$ cat config.mk
export PLATFORM = sky130hd
export DESIGN_NAME = xbar_input_queue
export DESIGN_NICKNAME = d
export VERILOG_FILES = /design/src/rtl/xbar_input_queue.sv
export SDC_FILE = /design/constraint.sdc
export NUM_CORES = 1
export LEC_CHECK = 0
export ABC_AREA = 1
export CAP_MARGIN = 10
export CORE_MARGIN = 2
export CORE_UTILIZATION = 60
export CTS_BUF_LIST = sky130_fd_sc_hd__clkbuf_16
export CTS_CLUSTER_DIAMETER = 30
export CTS_CLUSTER_SIZE = 12
export DETAILED_ROUTE_END_ITERATION = 10
export DONT_BUFFER_PORTS = 1
export PLACE_DENSITY = 0.76
export REMOVE_ABC_BUFFERS = 1
export SKIP_CTS_REPAIR_TIMING = 1
export SYNTH_ARGS = -nofsm -noshare
export SYNTH_HDL_FRONTEND = slang
export SYNTH_SLANG_ARGS = --single-unit
export TNS_END_PERCENT = 20
$ cat constraint.sdc
create_clock -name clk -period 5.7 [get_ports clk]
set_input_delay 1.425 -clock clk [delete_from_list [all_inputs] [get_ports clk]]
set_output_delay 1.425 -clock clk [all_outputs]
set_load 0.01 [all_outputs]
$ cat src/rtl/xbar_input_queue.sv
// Per-input-port packet queue of the crossbar switch.
// Buffers {destination, payload} words from the source over valid/ready and
// releases one word onto a registered output whenever the current slot
// (slot_tick + slot_sel) is owned by this input port.
module xbar_input_queue #(
  parameter int DATA_W  = 8,
  parameter int DEPTH   = 16,
  parameter int PORTS   = 4,
  parameter int PORT_ID = 0,
  parameter int SEL_W   = $clog2(PORTS)
) (
  input  logic                       clk,
  input  logic                       rst,
  input  logic [DATA_W-1:0]          in_data,
  input  logic [SEL_W-1:0]           in_dest,
  input  logic                       in_valid,
  output logic                       in_ready,
  input  logic                       slot_tick,
  input  logic [SEL_W-1:0]           slot_sel,
  output logic [DATA_W-1:0]          out_data,
  output logic [SEL_W-1:0]           out_dest,
  output logic                       out_valid,
  output logic [$clog2(DEPTH+1)-1:0] level,
  output logic                       overflow
);

  localparam int ADDR_W = $clog2(DEPTH);
  localparam int LVL_W  = $clog2(DEPTH+1);
  localparam int WORD_W = DATA_W + SEL_W;

  localparam logic [LVL_W-1:0] FULL_LVL = LVL_W'(DEPTH);
  localparam logic [SEL_W-1:0] MY_SEL   = SEL_W'(PORT_ID);

  // Reject parameter sets the pointer arithmetic and port matching cannot honour.
  generate
    if (PORT_ID < 0 || PORT_ID >= PORTS) begin : g_bad_port_id
      $error("xbar_input_queue: PORT_ID must satisfy 0 <= PORT_ID < PORTS");
    end
    if (DEPTH < 2 || (DEPTH & (DEPTH - 1)) != 0) begin : g_bad_depth
      $error("xbar_input_queue: DEPTH must be a power of 2 and >= 2");
    end
  endgenerate

  // Storage: written on push, read only through the registered output stage.
  logic [WORD_W-1:0] mem_reg [DEPTH];

  logic [ADDR_W-1:0] wr_ptr_reg, wr_ptr_next;
  logic [ADDR_W-1:0] rd_ptr_reg, rd_ptr_next;
  logic [LVL_W-1:0]  level_reg, level_next;
  logic              overflow_reg, overflow_next;
  logic              out_valid_reg;
  logic [WORD_W-1:0] out_word_reg;

  logic full;
  logic push;
  logic pop;

  // Full queue refuses new words even when a pop happens in the same cycle.
  assign full     = (level_reg == FULL_LVL);
  assign in_ready = !rst && !full;
  assign push     = in_valid && in_ready;
  // Pop uses the occupancy before this cycle's push, so a word just being
  // written cannot be popped on the same edge. An out-of-range slot_sel
  // can never equal MY_SEL because PORT_ID < PORTS.
  assign pop      = slot_tick && (slot_sel == MY_SEL) && (level_reg != '0);

  // Next-state for pointers, occupancy and the sticky overflow flag.
  always_comb begin
    wr_ptr_next   = wr_ptr_reg;
    rd_ptr_next   = rd_ptr_reg;
    level_next    = level_reg;
    overflow_next = overflow_reg;

    if (push) begin
      wr_ptr_next = wr_ptr_reg + ADDR_W'(1);
    end
    if (pop) begin
      rd_ptr_next = rd_ptr_reg + ADDR_W'(1);
    end

    case ({push, pop})
      2'b10:   level_next = level_reg + LVL_W'(1);
      2'b01:   level_next = level_reg - LVL_W'(1);
      default: level_next = level_reg;
    endcase

    // The word offered while full is dropped; only the flag records it.
    if (in_valid && full) begin
      overflow_next = 1'b1;
    end
  end

  // Array write port; contents need no reset since level gates every read.
  always_ff @(posedge clk) begin
    if (push) begin
      mem_reg[wr_ptr_reg] <= {in_dest, in_data};
    end
  end

  // Control state and registered output stage (zeroed when not valid).
  always_ff @(posedge clk) begin
    if (rst) begin
      wr_ptr_reg    <= '0;
      rd_ptr_reg    <= '0;
      level_reg     <= '0;
      overflow_reg  <= 1'b0;
      out_valid_reg <= 1'b0;
      out_word_reg  <= '0;
    end else begin
      wr_ptr_reg    <= wr_ptr_next;
      rd_ptr_reg    <= rd_ptr_next;
      level_reg     <= level_next;
      overflow_reg  <= overflow_next;
      out_valid_reg <= pop;
      out_word_reg  <= pop ? mem_reg[rd_ptr_reg] : '0;
    end
  end

  assign out_valid = out_valid_reg;
  assign out_dest  = out_word_reg[WORD_W-1:DATA_W];
  assign out_data  = out_word_reg[DATA_W-1:0];
  assign level     = level_reg;
  assign overflow  = overflow_reg;

endmodule

[After elaboration in Yosys (flattened, before gate mapping)]
Memories as Yosys holds them, arrays and structs flattened. A register that Yosys moved wholly into a read port is not among the register bits.
Index checks and enable logic that the tools add are counted.
Storage, ports and cells
  flip-flop bits (word level): 15
  bits in writable memories: 160
  input bits: 16
  output and inout bits: 18
  word-level logic and storage cells: 28
  memories: 1
Operators by class
  add/subtract/negate cells: 4
  eq/ne operators: 3
  mux-type cells: 3
  bitwise gates (word level): 1
  reductions and logical operators: 11
Memory list
  mem_reg: depth 16, width 10, rd ports 1, clocked after Yosys merged registers in 1, write ports 1, line 45  | logic [WORD_W-1:0] mem_reg [DEPTH];
Operators by type and width (number)
  one-hot mux 5 bit (2 select lines): 1
  adder 4 x 1 -> 4 bit, second input constant: 2
  adder 5 x 1 -> 5 bit, second input constant: 1
  == test 5 bit, second input constant: 1
  logical AND 1 bit: 5
  nonzero test 5 bit: 1
  subtractor 5 x 1 -> 5 bit, second input constant: 1
  == test 2 x 1 -> 1 bit, second input constant: 1
  == test 2 bit, second input constant: 1
  zero test 1 bit: 2
  zero test 2 bit: 1
  two-way mux 1 bit: 2
  nonzero test 2 bit: 1
  OR reduction 2 bit: 1
  NOT 1 bit: 1

[Logic depth before layout (Yosys ltp)]
Gate-level depths: netlist of run 1.
  depth after elaboration: 6
  mapped depth: 17
  depth with buffers taken out: 17

[Worst setup path after synthesis of run 1]
No wires, ideal clock.
  kind: input to output
  start: input rst
  end: output in_ready
  arrival time: 1.692 ns
  data required time: 4.275 ns
  path slack: 2.583 ns
  cell stages on the path: 3
  buffers on the path: 0
  cell sequence: inv_1 nand2_1 inv_1
Between the ends
  cells in the longest elaborated chain, start to end: 2
RTL lines
  start, declared: line 13  | input logic rst,
  zero test 1 bit: line 60  | assign in_ready = !rst && !full;
  logical AND 1 bit: line 60
  end, declared: line 17  | output logic in_ready,
No other way between the ends.

[Worst setup path in the final report of run 1]
Same ends and word-level chain as after synthesis.

==> results.py, run 1 <==
metrics = {
    "placed_design": {
        "gp_congestion": 0.923,
        "dp_hpwl_um": 10800,
        "port_buffers": 0,
    },
    "clock_network": {
        "cts_tree": "built",
        "clockRootBuffer": "clkbuf_16",
        "cts_buffer_depth": 2,
        "clk_pin_slew_ns": 0.06,
        "clock_latency_ns": 0.43,
        "clock_sinks": 185,
        "cts_buffers": 17,
        "htreeDepth": 4,
    },
    "global_route": {
        "grt_antenna_before_repair": 0,
        "overflow": 0,
        "grt_max_degree": 69,
        "grt_pass1_wl_um": 26700,
        "track_usage_pct": 27.3,
        "first_global_vias": 4951,
    },
    "floorplanning": {
        "io_pins": 34,
        "num_rows": 41,
        "start_util_pct": 61.1,
        "core-area_sq_mm": 0.0126,
        "dieHeight_um": 117,
        "die_area_sq_mm": 0.0137,
        "die_w_um": 117,
    },
    "worst_setup_path": {
        "cpMaxStageDelayCell": "inv_1",
        "arrival_ns": 1.76,
        "crit_chain": "inv_1 -> nand2_1 -> inv_1",
        "critical_path_class": "input pin to output pin",
        "worstPathRequired_ns": 4.28,
        "startpoint_type": "input pin",
        "cp-end-kind": "output pin",
        "path_common_cell": "inv_1",
        "max_stage_delay_ns": 0.16,
        "r2r_cells": 7,
        "timing.rr.end": "out_word_reg[1]",
        "reg2reg_from": "rd_ptr_reg[2]",
        "reg2reg_slack_ns": 3.14,
        "crit_path_max_fanout": 11,
    },
    "logic_synthesis": {
        "ys_warn_count": 0,
        "netlist_area_sq_mm": 0.00768,
        "synth_top_area_cell": "edfxtp_1",
        "synth_top_area_share_pct": 62.5,
        "ys_top_cells_by_area": "edfxtp_1 (63%), nand2_1 (11%), dfxtp_1 (6.5%)",
        "yosysUniqueCellTypes": 24,
        "synth.yosys.seq_area_share_pct": 69.0,
        "yosysMostFrequentCell": "nand2_1",
        "ys_ff_latch": 185,
        "yosys_most_used_dff": "edfxtp_1",
        "synth_edf_count": 160,
        "synth_common_cells": "nand2_1 (216), edfxtp_1 (160), nor2_1 (95)",
        "async_flop_share_pct": 0,
        "avgSynthCellArea_sq_um": 10.8,
        "netlist_instances": 712,
    },
    "sta": {
        "tightest_slew_ns": 1.21,
        "finalHoldViolCount": 0,
        "skew_ns": 0.00946,
        "maxSlewHeadroom_pct": 19.0,
        "period_share_pct": 55.9,
        "finalSetupTns_ns": 0,
        "setup-violations-final": 0,
        "rsz0062_at_grt": "false",
        "slew_violations": 0,
        "finalWorstPathRequiredPeriod_ns": 3.18,
        "max_freq_mhz": 314,
    },
    "power_and_ir_drop": {
        "p_leak_uw": 0.00310,
        "p_comb_share_pct": 5.2,
        "switching_share_pct": 21.6,
        "p_per_area_mw_per_mm2": 329,
        "p_sw_uw": 586,
        "seqPwrFrac_pct": 55.9,
        "internal_power_uw": 2130,
        "vdd_drop_max_mv": 0.186,
        "clkPwrFrac_pct": 39.0,
    },
    "route": {
        "vias_per_cell": 5.66,
        "drc": 0,
        "wl_per_cell_um": 19.3,
        "drtIter0Drc": 570,
        "vias": 5024,
        "dr.pass1.iters": 6,
        "antenna_left": 0,
        "finalWirelength_um": 17100,
    },
    "min_path": {
        "hold_depth": 2,
        "hold_path_class": "register to register",
        "whs_endpoint": "rd_ptr_reg[2]",
        "hold_start": "rd_ptr_reg[2]",
    },
    "run_status": {
        "status": "finished clean",
    },
    "layout": {
        "drive_above_1_share_pct": 4.20,
        "diodes": 0,
        "fill_cells": 951,
        "largest_register_ffs": 160,
        "utilization_pct": 65.6,
        "final_nets": 727,
        "syn2layout_area_growth_pct": 7.25,
    },
    "flow_run": {
        "drv_cap": 0,
    },
}
## cells in the final DEF (no fill, tap or decap), types with 2 or more instances in the layout
master and n:
buf_4 2, a21oi_1 27, nand4_1 2, nand2_1 216, o21ai_0 22, clkbuf_16 19
clkinv_1 9, inv_2 2, o211ai_1 8, edfxtp_1 160, inv_1 45, dfxtp_1 24
ha_1 9, xor2_1 6, nand3b_1 3, clkinv_2 2, nand3_1 56, nor2_1 95
## stage by stage
| stage | std cells | total power [uW] | hold slack [ns] | setup WS (ns) | instance area, sq um |
|---|---|---|---|---|---|
| after global placement | 855 | 1670 | 0.501 | 2.53 | 7710 |
| after CTS | 887 | 2720 | 0.525 | 2.52 | 8240 |
| after floorplan | 681 | 1640 | 0.476 | 2.58 | 7480 |
| after global routing | 887 | 2800 | 0.573 | 2.46 | 8240 |
| after detailed placement | 855 | 1680 | 0.513 | 2.41 | 7710 |
| final | 887 | 2710 | 0.529 | 2.52 | 8240 |
## layout make-up
class                           instances  area [sq um]  share of cell area, %
Clock buffer                           19           475                   5.77
Clock inverter                         13          56.3                  0.683
Inverter                               47           179                   2.17
Multi-Input combinational cell        449          1990                   24.2
Sequential cell                       185          5310                   64.4
Tap cell                              172           215                   2.61
Timing Repair Buffer                    2          15.0                  0.182
## kinds of logic after synthesis
group,Yosys count,synth area share [%]
xor gates and xnor gates,7,0.798
and+or+nand+nor,375,19.6
DFF,185,69.0
AOI/OAI and AO/OA,58,4.07
buffers and inverters,78,5.02
adders and majority gates,9,1.47
## per-layer routing
| layer | routed length [um] | global-route usage, % | up-vias |
|---|---|---|---|
| li1 | - | - | 2356 |
| met1 | 7010 | 36.1 | 2371 |
| met2 | 8200 | 42.7 | 254 |
| met3 | 1390 | 7.47 | 43 |
| met4 | 526 | 12.5 | 0 |
| met5 | 0 | 0 | - |
## power by group through the flow
| stage | sequential (uW) | combinational (uW) | clock, uW |
|---|---|---|---|
| after floorplan | 1540 | 100 | 0 |
| after global placement | 1540 | 132 | 0 |
| after detailed placement | 1540 | 138 | 0 |
| after CTS | 1510 | 139 | 1070 |
| after global routing | 1520 | 161 | 1120 |
| final | 1510 | 140 | 1060 |
## worst max-delay path: cells and delay by family
kind	cells	cell delay, ns
AND/OR/NAND/NOR	1	0.08
buffers and inverters	2	0.26
## worst max-delay path by stage
stage	from	end	slack, ns	cells past startpoint
after floorplan	rst	in_ready	2.58	3
after global routing	rst	in_ready	2.46	3
after CTS	rst	in_ready	2.52	3
after detailed placement	rst	mem_reg[9][0]	2.41	5
final	rst	in_ready	2.52	3
after global placement	rst	in_ready	2.53	3
No activity file was read; power rests on OpenSTA's default activity.
==> run 2: changes to the inputs <==
CORE_UTILIZATION = 57   (was 60)
PLACE_DENSITY = 0.75   (was 0.76)
clock period = 2.55 ns   (was 5.7 ns; I/O delays follow)
==> run 2 against run 1 <==
- sequential share of layout area shrank 2.1 points
- combinational power grew 150%
- setup slack lost 2.2 ns
- die area grew 5.1%
- first-iteration DRC count grew 24%
- core utilization shrank 0.94 points
- critical path depth grew 12
- power grew 130%
- cell count grew 3.6%
- critical path type is now register to register
- largest cell class unchanged
==> results.py, run 2 (same netlist as run 1, synthesis figures left out) <==
metrics = {
    "route": {
        "vias_per_cell": 5.53,
        "finalWirelength_um": 16700,
        "antenna_left": 0,
        "wl_per_cell_um": 18.1,
        "drtIter0Drc": 709,
        "dr.pass1.iters": 6,
        "drc": 0,
        "vias": 5085,
    },
    "power_and_ir_drop": {
        "p_per_area_mw_per_mm2": 739,
        "totalPowerFinal_uw": 6300,
        "p_leak_uw": 0.00327,
        "vdd_drop_max_mv": 0.544,
    },
    "layout": {
        "syn2layout_area_growth_pct": 10.9,
        "final_nets": 755,
        "layout_common_cells": "nand2_1 (216), edfxtp_1 (160), nor2_1 (95)",
        "largest_register_ffs": 160,
        "layout_commonest_cell": "nand2_1",
        "drive_above_1_share_pct": 8.75,
        "diodes": 0,
        "fill_cells": 1000,
    },
    "clock_network": {
        "clk_pin_slew_ns": 0.06,
        "clockRootBuffer": "clkbuf_16",
        "cts_buffers": 17,
        "clock_latency_ns": 0.43,
        "htreeDepth": 4,
        "clock_sinks": 185,
        "cts_tree": "built",
        "cts_buffer_depth": 2,
    },
    "global_route": {
        "grt_pass1_wl_um": 26400,
        "grt_antenna_before_repair": 0,
        "track_usage_pct": 24.8,
        "overflow": 0,
        "grt_max_degree": 86,
        "first_global_vias": 4931,
    },
    "sta": {
        "setup-violations-final": 0,
        "finalWorstPathRequiredPeriod_ns": 2.28,
        "rsz0062_at_grt": "false",
        "tightest_slew_ns": 0.695,
        "slew_violations": 0,
        "max_freq_mhz": 438,
        "finalHoldViolCount": 0,
        "maxSlewHeadroom_pct": 53.7,
        "period_share_pct": 89.4,
        "skew_ns": 0.00773,
        "finalSetupTns_ns": 0,
        "setup_slack_ns": 0.269,
    },
    "worst_setup_path": {
        "startpoint_type": "register",
        "arrival_ns": 2.61,
        "crit_path_max_fanout": 7,
        "critical_path_class": "register to register",
        "cp-end-kind": "register",
        "worstPathRequired_ns": 2.88,
    },
    "placed_design": {
        "port_buffers": 0,
        "dp_hpwl_um": 10100,
        "gp_congestion": 0.833,
        "pre_cts_ws_ns": 0.0855,
    },
    "floorplanning": {
        "die_w_um": 120,
        "die_area_sq_mm": 0.0144,
        "io_pins": 34,
        "num_rows": 42,
        "start_util_pct": 58.3,
        "core-area_sq_mm": 0.0132,
        "dieHeight_um": 120,
    },
    "min_path": {
        "hold_path_class": "input pin to register",
    },
    "run_status": {
        "status": "finished clean",
    },
    "flow_run": {
        "drv_cap": 0,
    },
}
-- run 2: cell types whose count changed in the layout (fill, tap and decap cells not counted), moves of 2 or more --
cell / previous run / this run
bufinv_16: 0 / 3
buf_4: 2 / 29
clkbuf_16: 19 / 17
clkinvlp_4: 0 / 3
clkinv_1: 9 / 2
-- run 2: layer usage --
| layer | vias up | GRT usage (%) | wire length (um) |
|---|---|---|---|
| li1 | 2415 | - | - |
| met5 | - | 0 | 0 |
| met2 | 211 | 39.0 | 8100 |
| met1 | 2425 | 32.7 | 6800 |
| met4 | 0 | 11.3 | 441 |
| met3 | 34 | 6.23 | 1310 |
-- run 2: final timing paths --
kind                      start            end  slack [ns]  cells past startpoint
setup / recovery       level[1]       level[4]        0.27                     15
hold / removal              rst  wr_ptr_reg[3]        0.27                      1
setup reg to reg       level[1]       level[4]        0.27                     15
hold reg to reg   rd_ptr_reg[2]  rd_ptr_reg[2]        0.51                      2
-- run 2: area by class of cell --
class                   count  area, sq um  share of cell area [%]
clock buffers              17          425                    4.99
multi-input cells         449         2000                    23.4
flip-flops and latches    185         5310                    62.2
inverters                  47          179                    2.10
well taps                 176          220                    2.58
clock inverters            15          160                    1.88
repair buffers             30          238                    2.79
-- run 2: power breakdown --
group | leakage (uW) | total (uW) | internal (uW) | switching, uW
logic | 0.00134 | 344 | 109 | 235
clock network | 0.000287 | 2590 | 1520 | 1070
registers | 0.00164 | 3360 | 3330 | 36.3
-- run 2: metrics by stage --
| step | hold slack [ns] | cell area, sq um | utilization [%] | instances |
|---|---|---|---|---|
| floorplan | 0.476 | 7480 | - | 681 |
| global placement | 0.498 | 7940 | 60.2 | 887 |
| detailed placement | 0.496 | 7940 | 60.2 | 887 |
| CTS | 0.256 | 8520 | 64.6 | 919 |
| global route | 0.253 | 8520 | 64.6 | 919 |
| finish | 0.272 | 8520 | 64.6 | 919 |
-- run 2: critical path: stages, from the launching register on --
cell      delay [ns]
dfxtp_1         0.48
nor2_1          0.11
nand4_1         0.14
nand3_2         0.17
ha_2            0.28
nand2_1         0.08
inv_1           0.05
nor2_1          0.16
ha_1            0.17
inv_1           0.04
nand2_1         0.10
nand3_1         0.11
nand3b_1        0.11
nand3_1         0.08
nand2_1         0.06
inv_1           0.03
==> run 3: changes to the inputs <==
GPL_ROUTABILITY_DRIVEN = 0   (was unset)
==> results of run 3 <==
The final DEF is identical to that of run 2; final timing and power are the same.
